### src/rtl/mac_feeder.sv
`default_nettype none
// ============================================================================
//  Module      : mac_feeder
//  Description : Operand sequencer and result collector for a signed 8-bit
//                DSP MAC. Computes C = A(MxK) x B(KxN) one element at a time:
//                streams each dot product from two 1-cycle-latency operand
//                RAMs into the MAC, waits for its accumulated result, writes
//                it to the C RAM and clears the accumulator.
//  Revision    : 1.0 - initial release
// ============================================================================
module mac_feeder #(
    parameter int DIM_MAX = 16,
    parameter int DW      = $clog2(DIM_MAX) + 1,
    parameter int AW      = $clog2(DIM_MAX * DIM_MAX),
    parameter int TIMEOUT = 64
) (
    input  logic                 clk_i,
    input  logic                 rst_i,
    input  logic                 start_i,
    input  logic [DW-1:0]        cfg_m_i,
    input  logic [DW-1:0]        cfg_n_i,
    input  logic [DW-1:0]        cfg_k_i,
    output logic                 busy_o,
    output logic                 done_o,
    output logic                 err_o,
    output logic [AW-1:0]        a_addr_o,
    input  logic signed [7:0]    a_data_i,
    output logic [AW-1:0]        b_addr_o,
    input  logic signed [7:0]    b_data_i,
    output logic                 dsp_en_o,
    output logic                 dsp_valid_o,
    output logic signed [7:0]    dsp_input_o,
    output logic signed [7:0]    dsp_weight_o,
    output logic                 acc_clr_o,
    input  logic signed [31:0]   dsp_output_i,
    input  logic                 dsp_valid_i,
    output logic                 c_we_o,
    output logic [AW-1:0]        c_addr_o,
    output logic [31:0]          c_data_o
);

    localparam int            c_TW      = $clog2(TIMEOUT + 1);
    localparam logic [DW-1:0] c_ONE     = DW'(1);
    localparam logic [DW-1:0] c_DIM_MAX = DW'(DIM_MAX);
    localparam logic [c_TW-1:0] c_TO_LAST = c_TW'(TIMEOUT - 1);

    localparam logic [2:0] c_IDLE   = 3'd0;
    localparam logic [2:0] c_CHECK  = 3'd1;
    localparam logic [2:0] c_STREAM = 3'd2;
    localparam logic [2:0] c_WAIT   = 3'd3;
    localparam logic [2:0] c_WRITE  = 3'd4;
    localparam logic [2:0] c_CLEAR  = 3'd5;
    localparam logic [2:0] c_FIN    = 3'd6;

    logic [2:0]             r_state;
    logic [2:0]             w_next;
    logic [DW-1:0]          r_cfg_m, r_cfg_n, r_cfg_k;
    logic [DW-1:0]          r_i, r_j, r_k;
    // r_a_row tracks i*K, r_b_ptr tracks k*N+j, r_c_addr tracks i*N+j
    logic [AW-1:0]          r_a_row, r_b_ptr, r_c_addr;
    logic [c_TW-1:0]        r_wait_cnt;
    logic [31:0]            r_result;
    logic                   r_err;
    // Operand pipeline: address issued -> RAM data -> registered MAC operands
    logic                   r_iss, r_iss_last;
    logic                   r_pair_vld, r_pair_last;
    logic signed [7:0]      r_din, r_wgt;

    logic w_cfg_bad, w_issue, w_last_elem, w_timeout, w_j_wrap;

    assign w_cfg_bad   = (r_cfg_m == '0) || (r_cfg_m > c_DIM_MAX) ||
                         (r_cfg_n == '0) || (r_cfg_n > c_DIM_MAX) ||
                         (r_cfg_k == '0) || (r_cfg_k > c_DIM_MAX);
    // STREAM spends one extra cycle (k == K) letting the last pair register
    assign w_issue     = (r_state == c_STREAM) && (r_k < r_cfg_k);
    assign w_j_wrap    = (r_j == r_cfg_n - c_ONE);
    assign w_last_elem = (r_i == r_cfg_m - c_ONE) && w_j_wrap;
    assign w_timeout   = (r_wait_cnt == c_TO_LAST) && !dsp_valid_i;

    // State register
    always_ff @(posedge clk_i) begin
        if (rst_i) r_state <= c_IDLE;
        else       r_state <= w_next;
    end

    // Next-state logic
    always_comb begin
        w_next = r_state;
        case (r_state)
            c_IDLE:   if (start_i) w_next = c_CHECK;
            c_CHECK:  w_next = w_cfg_bad ? c_FIN : c_STREAM;
            c_STREAM: if (r_k == r_cfg_k) w_next = c_WAIT;
            c_WAIT: begin
                if (dsp_valid_i)    w_next = c_WRITE;
                else if (w_timeout) w_next = c_CLEAR;
            end
            c_WRITE:  w_next = c_CLEAR;
            c_CLEAR:  w_next = (r_err || w_last_elem) ? c_FIN : c_STREAM;
            c_FIN:    w_next = c_IDLE;
            default:  w_next = c_IDLE;
        endcase
    end

    // Output decode; everything idles at 0 outside its owning state
    always_comb begin
        busy_o       = (r_state != c_IDLE) && (r_state != c_FIN);
        done_o       = (r_state == c_FIN);
        err_o        = r_err;
        a_addr_o     = w_issue ? (r_a_row + AW'(r_k)) : '0;
        b_addr_o     = w_issue ? r_b_ptr : '0;
        dsp_en_o     = r_pair_vld || (r_state == c_WAIT);
        dsp_valid_o  = r_pair_vld && r_pair_last;
        dsp_input_o  = r_din;
        dsp_weight_o = r_wgt;
        acc_clr_o    = (r_state == c_CLEAR);
        c_we_o       = (r_state == c_WRITE);
        c_addr_o     = (r_state == c_WRITE) ? r_c_addr : '0;
        c_data_o     = (r_state == c_WRITE) ? r_result : '0;
    end

    // Operand pipeline: RAM read data is registered straight onto the MAC inputs
    always_ff @(posedge clk_i) begin
        if (rst_i) begin
            r_iss       <= 1'b0;
            r_iss_last  <= 1'b0;
            r_pair_vld  <= 1'b0;
            r_pair_last <= 1'b0;
            r_din       <= '0;
            r_wgt       <= '0;
        end else begin
            r_iss       <= w_issue;
            r_iss_last  <= w_issue && (r_k == r_cfg_k - c_ONE);
            r_pair_vld  <= r_iss;
            r_pair_last <= r_iss_last;
            r_din       <= r_iss ? a_data_i : 8'sd0;
            r_wgt       <= r_iss ? b_data_i : 8'sd0;
        end
    end

    // Job configuration, loop indices, address trackers, result capture, error
    always_ff @(posedge clk_i) begin
        if (rst_i) begin
            r_cfg_m    <= '0;
            r_cfg_n    <= '0;
            r_cfg_k    <= '0;
            r_i        <= '0;
            r_j        <= '0;
            r_k        <= '0;
            r_a_row    <= '0;
            r_b_ptr    <= '0;
            r_c_addr   <= '0;
            r_wait_cnt <= '0;
            r_result   <= '0;
            r_err      <= 1'b0;
        end else begin
            r_wait_cnt <= '0;
            case (r_state)
                c_IDLE: if (start_i) begin
                    r_cfg_m  <= cfg_m_i;
                    r_cfg_n  <= cfg_n_i;
                    r_cfg_k  <= cfg_k_i;
                    r_err    <= 1'b0;
                    r_i      <= '0;
                    r_j      <= '0;
                    r_k      <= '0;
                    r_a_row  <= '0;
                    r_b_ptr  <= '0;
                    r_c_addr <= '0;
                end
                c_CHECK: if (w_cfg_bad) r_err <= 1'b1;
                c_STREAM: if (w_issue) begin
                    r_k     <= r_k + c_ONE;
                    r_b_ptr <= r_b_ptr + AW'(r_cfg_n);
                end
                c_WAIT: begin
                    r_wait_cnt <= r_wait_cnt + 1'b1;
                    if (dsp_valid_i)    r_result <= dsp_output_i;
                    else if (w_timeout) r_err    <= 1'b1;
                end
                c_CLEAR: begin
                    r_k      <= '0;
                    r_c_addr <= r_c_addr + 1'b1;
                    if (w_j_wrap) begin
                        r_j     <= '0;
                        r_i     <= r_i + c_ONE;
                        r_a_row <= r_a_row + AW'(r_cfg_k);
                        r_b_ptr <= '0;
                    end else begin
                        r_j     <= r_j + c_ONE;
                        r_b_ptr <= AW'(r_j + c_ONE);
                    end
                end
                default: ;
            endcase
        end
    end

endmodule
`default_nettype wire

### config.mk
export PLATFORM = sky130hd
export DESIGN_NAME = mac_feeder
export DESIGN_NICKNAME = d
export VERILOG_FILES = /design/src/rtl/mac_feeder.sv
export SDC_FILE = /design/constraint.sdc
export NUM_CORES = 1
export LEC_CHECK = 0
export CAP_MARGIN = 30
export CORE_ASPECT_RATIO = 0.6
export CORE_MARGIN = 2
export CORE_UTILIZATION = 54
export CTS_BUF_LIST = sky130_fd_sc_hd__clkbuf_16
export DETAILED_ROUTE_END_ITERATION = 6
export GPL_ROUTABILITY_DRIVEN = 0
export PLACE_DENSITY = 0.86
export SYNTH_ARGS = -nofsm -noshare
export SYNTH_HDL_FRONTEND = slang
export SYNTH_SLANG_ARGS = --single-unit
### constraint.sdc
create_clock -name clk_i -period 4.33 [get_ports clk_i]
set_input_delay 0.433 -clock clk_i [delete_from_list [all_inputs] [get_ports clk_i]]
set_output_delay 0.433 -clock clk_i [all_outputs]
set_load 0.01 [all_outputs]
==> results of run 1 <==
==> synthesized netlist by cell type, types with 3 or more instances <==
| cell | n |
|---|---|
| and2_1 | 29 |
| o21bai_1 | 3 |
| o211ai_1 | 9 |
| a21o_1 | 13 |
| a31oi_1 | 5 |
| nand2b_1 | 6 |
| a21oi_1 | 83 |
| nor3b_1 | 4 |
| a221oi_1 | 3 |
| and3_1 | 44 |
| ha_1 | 29 |
| nor4_1 | 3 |
| mux2i_1 | 6 |
| buf_2 | 4 |
| xor2_1 | 15 |
| clkbuf_1 | 40 |
| nand2_1 | 122 |
| or4_1 | 4 |
| o31ai_1 | 4 |
| nor2_1 | 37 |
| nor3_1 | 9 |
| a211oi_1 | 7 |
| fa_1 | 3 |
| xnor2_1 | 23 |
| nand3_1 | 30 |
| o21a_1 | 4 |
| o21ai_0 | 9 |
| nor2b_1 | 4 |
| nand3b_1 | 7 |
| inv_1 | 18 |
| or3_1 | 9 |
| dfxtp_1 | 117 |
| nand4_1 | 3 |
==> registers in the layout, summed over array words and instances, names as in the netlist, 7 cells and up <==
signal / flops
r_result: 32
dsp_input_o: 8
dsp_weight_o: 8
r_a_row: 8
r_b_ptr: 8
r_c_addr: 8
r_wait_cnt: 7
==> per-layer routing <==
metal	part of all wire (%)	up-vias	track usage, %
li1	-	2828	-
met1	46	2761	36.6
met2	45	220	43.2
met3	7.2	25	6.03
met4	1.5	0	8.64
met5	0	-	0
==> layout by cell type (no fill, tap or decap), types with 9 or more instances in the layout <==
cell type and n:
a21o_1 13, a21oi_1 83, and2_1 29, and3_1 44
clkbuf_16 17, clkdlybuf4s50_1 144, dfxtp_1 117, ha_1 29
inv_1 18, nand2_1 122, nand3_1 30, nor2_1 35
nor3_1 9, o211ai_1 9, o21ai_0 9, or3_1 9
xnor2_1 23, xor2_1 15
==> path summary, 6_finish.rpt <==
path	from	to	slack [ps]	cells after the start
max	r_cfg_k[2]	a_addr_o[5]	610	8
min	r_result[5]	r_result[5]	450	2
max reg2reg	r_cfg_k[2]	r_b_ptr[0]	1680	7
min reg2reg	r_result[5]	r_result[5]	450	2
==> cells by family after synthesis <==
logic type	after synthesis	synth area share, %
and+or+nand+nor	323	26.6
AOI/OAI and AO/OA	158	16.6
DFF	117	38.6
buffers and inverters	64	4.29
xor gates and xnor gates	38	5.49
adders and majority gates	32	6.97
muxes	8	1.36
==> metrics by stage <==
stage               hold slack, ps  power, mW  setup slack (ps)  instances  util (%)
floorplan                      414       1.43              2060        740         -
global placement               438       1.58              1210        982      70.1
detailed placement             444       1.60              1110        984      70.4
CTS                            452       2.99               655       1016      75.9
global route                   467       3.11               349       1018      76.2
finish                         449       2.99               612       1018      76.2
==> tightest hold or removal path, cell delays in order, from the launching register on <==
cell     delay, ps
dfxtp_1        300
nand2_1         50
a21oi_1         50
==> report_power, final <==
group          total [mW]  internal, mW  switching (mW)
combinational       0.454         0.196           0.257
sequential           1.15          1.11          0.0428
clock                1.39         0.894           0.492
total                2.99          2.20           0.792
==> final cells by class <==
cell class	instances	share of cell area, %
multi-input cells	559	42.3
flip-flops and latches	117	28.6
repair buffers	153	18.9
clock buffers	17	5.19
well taps	139	2.12
clock inverters	15	2.00
inverters	18	0.825
==> flow_metrics.env, run 1 <==
export IMPL_fin_setup_tns_ps=0
export IMPL_synth_edf_count=0
export IMPL_post_dp_cell_area_um2=7560
export IMPL_fmax_mhz=269
export IMPL_max_slew_margin_pct=34.2
export IMPL_drv_cap=0
export IMPL_clk_path_buf_depth=2
export IMPL_path_cells="inv_1 > ha_1 > nand4_1 > o2111ai_2 > nor2_1 > nand2_1 > mux2i_1 > clkdlybuf4s50_1"
export IMPL_synth_largest_area_cell="dfxtp_1"
export IMPL_drtPass1Iterations=6
export IMPL_critPathKind="register to primary output"
export IMPL_slowest_delay_ps=810
export IMPL_worstMarginPinSlew_ps=986
export IMPL_ys_top_cells_by_area="dfxtp_1 (39%), nand2_1 (7.6%), a21oi_1 (6.8%)"
export IMPL_grt_pass1_wl_um=26400
export IMPL_seqCellArea_um2=2340
export IMPL_detail_route_vias_per_cell=5.73
export IMPL_cts_tree="built"
export IMPL_synth_top_area_share_pct=38.6
export IMPL_rsz0062_at_grt="false"
export IMPL_globalRouteOverflowTotal=0
export IMPL_end_kind="primary output"
export IMPL_cts_repair_resized=0
export IMPL_synth_distinct_cells=57
export IMPL_coreArea_um2=10700
export IMPL_drt_iter0_drc=525
export IMPL_multi_input_area_um2=3470
export IMPL_cp_arrival_ps=3280
export IMPL_antenna_found_initial=0
export IMPL_cp_buffers_inverters=2
export IMPL_syn_to_final_growth_pct=35.0
export IMPL_synth_seq_area_share_pct=38.6
export IMPL_cts_buffers=17
export IMPL_finalClockSkew_ps=7.71
export IMPL_p_per_area_nw_per_um2=365
export IMPL_cts_hold_buf=0
export IMPL_drive_above_1_share_pct=5.80
export IMPL_syn_num_nets=839
export IMPL_rows=29
export IMPL_period_share_pct=85.9
export IMPL_synth_ff_type="dfxtp_1"
export IMPL_status="finished, final reports clean"
export IMPL_fill_cells=736
export IMPL_postCtsSetupBuffers=0
export IMPL_maxSlewViolCount=0
export IMPL_grt_pass1_vias=5515
export IMPL_syn_area_per_cell_um2=8.20
export IMPL_clk_pin_slew_ps=50
export IMPL_startpoint_type="register"
export IMPL_nets=965
export IMPL_syn_inst=740
export IMPL_antenna_cells=0
export IMPL_dieArea_um2=12100
export IMPL_fin_area_um2=8190
export IMPL_hold_path_class="register to register"
export IMPL_wire_per_inst_um=16.0
export IMPL_dieWidth_um=141
export IMPL_root_buffer="clkbuf_16"
export IMPL_start_util_pct=56.5
export IMPL_ios=146
export IMPL_ir_drop_mv=0.292
export IMPL_routed_wirelength_um=16200
export IMPL_port_buffer_count=145
export IMPL_clock_latency_ps=420
export IMPL_drtAntennaViolNets=0
export IMPL_total_leakage_power_nw=3.27
export IMPL_netlist_area_um2=6060
export IMPL_synth_async_reset_ratio_pct=0
export IMPL_slowest_stage="nor2_1"
export IMPL_path_delay_family="simple AND/OR/NAND/NOR gates"
export IMPL_grt_util_all_layers_pct=27.0
export IMPL_post_dp_hpwl_um=11600
export IMPL_grt_start_max_net_pins=54
export IMPL_cts_sinks=117
export IMPL_ys_ff_latch=117
export IMPL_period_minus_slack_ps=3720
export IMPL_setup_viol=0
export IMPL_yosysWarnings=0
export IMPL_drc=0
export IMPL_critPathMaxFanout=17
export IMPL_num_vias=5834
export IMPL_critPathRequiredTime_ps=3900
export IMPL_htreeDepth=4
export IMPL_die_h_um=86.1
export IMPL_hold_viol=0
(Power assumes the default switching activity.)
==> run 2, diff against run 1 <==
- CTS_CLUSTER_SIZE: not set -> 20
==> results of run 2 <==
Same layout as run 1: the final DEF is identical, and so are final timing and power.
==> run 3, diff against run 2 <==
- CTS_BUF_LIST: sky130_fd_sc_hd__clkbuf_16 -> sky130_fd_sc_hd__clkbuf_8 sky130_fd_sc_hd__clkbuf_16
==> run 3 against run 2 <==
Effect of this change:
- largest cell class unchanged
- critical path type unchanged
- first-iteration DRC count up 16%
- clock skew shrank 2.4 ps
- highest routed layer unchanged
- die area did not move
- power increased by 2.1%
- hold slack improved by 2.0 ps
- critical path depth stayed put
- non-clock buffer count down 1
- sequential share of layout area is 0.052 points lower
- clock power is 4% higher
- worst setup slack got worse by 4.3 ps
- cell count barely moved
==> flow_metrics.env, run 3 (synthesis results as in run 1) <==
export IMPL_cts_tree="built"
export IMPL_routed_wirelength_um=16400
export IMPL_drive_above_1_share_pct=6.04
export IMPL_layout_common_cells="clkdlybuf4s50_1 (144), nand2_1 (122), dfxtp_1 (117)"
export IMPL_startpoint_type="register"
export IMPL_r2r_end="r_b_ptr[1]"
export IMPL_critPathRequiredTime_ps=3900
export IMPL_largest_register="r_result"
export IMPL_grt_start_max_net_pins=54
export IMPL_clk_path_buf_depth=2
export IMPL_fin_area_um2=8200
export IMPL_start_util_pct=56.5
export IMPL_largest_register_ffs=32
export IMPL_rows=29
export IMPL_grt_util_all_layers_pct=27.2
export IMPL_finalClockSkew_ps=5.35
export IMPL_post_dp_hpwl_um=11600
export IMPL_worstMarginPinSlew_ps=1050
export IMPL_drt_iter0_drc=609
export IMPL_cts_hold_buf=0
export IMPL_grt_pass1_wl_um=26700
export IMPL_syn_to_final_growth_pct=35.3
export IMPL_critPathKind="register to primary output"
export IMPL_period_share_pct=86.0
export IMPL_use_met1_pct=36.9
export IMPL_cts_repair_resized=0
export IMPL_slowest_stage="nor2_1"
export IMPL_dieWidth_um=141
export IMPL_fin_setup_tns_ps=0
export IMPL_total_leakage_power_nw=3.28
export IMPL_rr_startpoint="r_cfg_n[1]"
export IMPL_maxSlewViolCount=0
export IMPL_cts_buffers=17
export IMPL_coreArea_um2=10700
export IMPL_setup_viol=0
export IMPL_busiest_layer="met2"
export IMPL_status="finished, final reports clean"
export IMPL_drtAntennaViolNets=0
export IMPL_wire_per_inst_um=16.1
export IMPL_hold_viol=0
export IMPL_antenna_cells=0
export IMPL_antenna_found_initial=0
export IMPL_ios=146
export IMPL_fin_util_pct=76.4
export IMPL_fill_cells=733
export IMPL_end_kind="primary output"
export IMPL_hold_end="r_pair_last"
export IMPL_drc=0
export IMPL_die_h_um=86.1
export IMPL_root_buffer="clkbuf_16"
export IMPL_reg2reg_depth=7
export IMPL_drtPass1Iterations=5
export IMPL_cts_sinks=117
export IMPL_fmax_mhz=269
export IMPL_hold_path_class="register to register"
export IMPL_port_buffer_count=145
export IMPL_setup_slack_ps=608
export IMPL_htreeDepth=4
export IMPL_post_place_ws_ps=1110
export IMPL_dieArea_um2=12100
export IMPL_ir_drop_mv=0.296
export IMPL_global_route_usage_met2_pct=43.6
export IMPL_reg2reg_slack_ps=1680
export IMPL_holdPathStages=1
export IMPL_clock_latency_ps=420
export IMPL_critPathMaxFanout=17
export IMPL_rsz0062_at_grt="false"
export IMPL_grt_pass1_vias=5508
export IMPL_drv_cap=0
export IMPL_cp_arrival_ps=3290
export IMPL_final_common_cell="clkdlybuf4s50_1"
export IMPL_nets=964
export IMPL_max_slew_margin_pct=29.9
export IMPL_clk_pin_slew_ps=50
export IMPL_p_per_area_nw_per_um2=372
export IMPL_post_dp_cell_area_um2=7560
export IMPL_power_mw=3.05
export IMPL_hold_start="r_iss_last"
export IMPL_met3_usage_pct=5.86
export IMPL_num_vias=5824
export IMPL_detail_route_vias_per_cell=5.73
export IMPL_cp_buffers_inverters=2
export IMPL_slowest_delay_ps=810
export IMPL_period_minus_slack_ps=3720
export IMPL_path_cells="inv_1 > ha_1 > nand4_1 > o2111ai_2 > nor2_1 > nand2_1 > mux2i_1 > clkdlybuf4s50_1"
export IMPL_path_delay_family="simple AND/OR/NAND/NOR gates"
export IMPL_postCtsSetupBuffers=0
export IMPL_globalRouteOverflowTotal=0
[run 3: report_power, final]
part	switching, mW	internal [mW]	total, mW
Clock	0.499	0.947	1.45
Combinational	0.258	0.196	0.454
Sequential	0.0432	1.11	1.15
[run 3: layout make-up]
cell class	count	area (um^2)	area share, %
multi-input cells	559	3470	42.3
well taps	139	174	2.12
clock inverters	12	153	1.86
clock buffers	20	467	5.69
repair buffers	152	1530	18.7
flip-flops and latches	117	2340	28.5
inverters	18	67.6	0.824
[run 3: how the worst max path moves through the flow]
stage	start	endpoint	slack, ps	depth (start not counted)
after floorplan	r_cfg_k[3]	a_addr_o[0]	2060	7
after global placement	r_cfg_k[2]	a_addr_o[5]	1210	8
after detailed placement	r_cfg_k[2]	a_addr_o[5]	1110	8
after CTS	r_cfg_k[2]	a_addr_o[5]	660	8
after global routing	r_cfg_k[2]	a_addr_o[5]	340	8
final	r_cfg_k[2]	a_addr_o[5]	610	8
[run 3: worst register-to-register path, cell delays in order (launching register included)]
cell and delay, ps:
dfxtp_1 440, inv_1 100, ha_1 260, nand3b_1 170, o32ai_2 130, o311ai_4 910
nand3_1 260, a221oi_1 300
[run 3: per-stage QoR]
step	instances	hold slack, ps
after floorplan	740	414
after global placement	982	438
after detailed placement	984	444
after CTS	1016	452
after global routing	1017	467
final	1017	451
[run 3: routing by layer]
layer  wire, um  part of all wire (%)  up-vias
li1           -                     -     2828
met1       7600                    46     2738
met2       7340                    45      228
met3       1170                   7.1       30
met4        267                   1.6        0
met5          0                     0        -
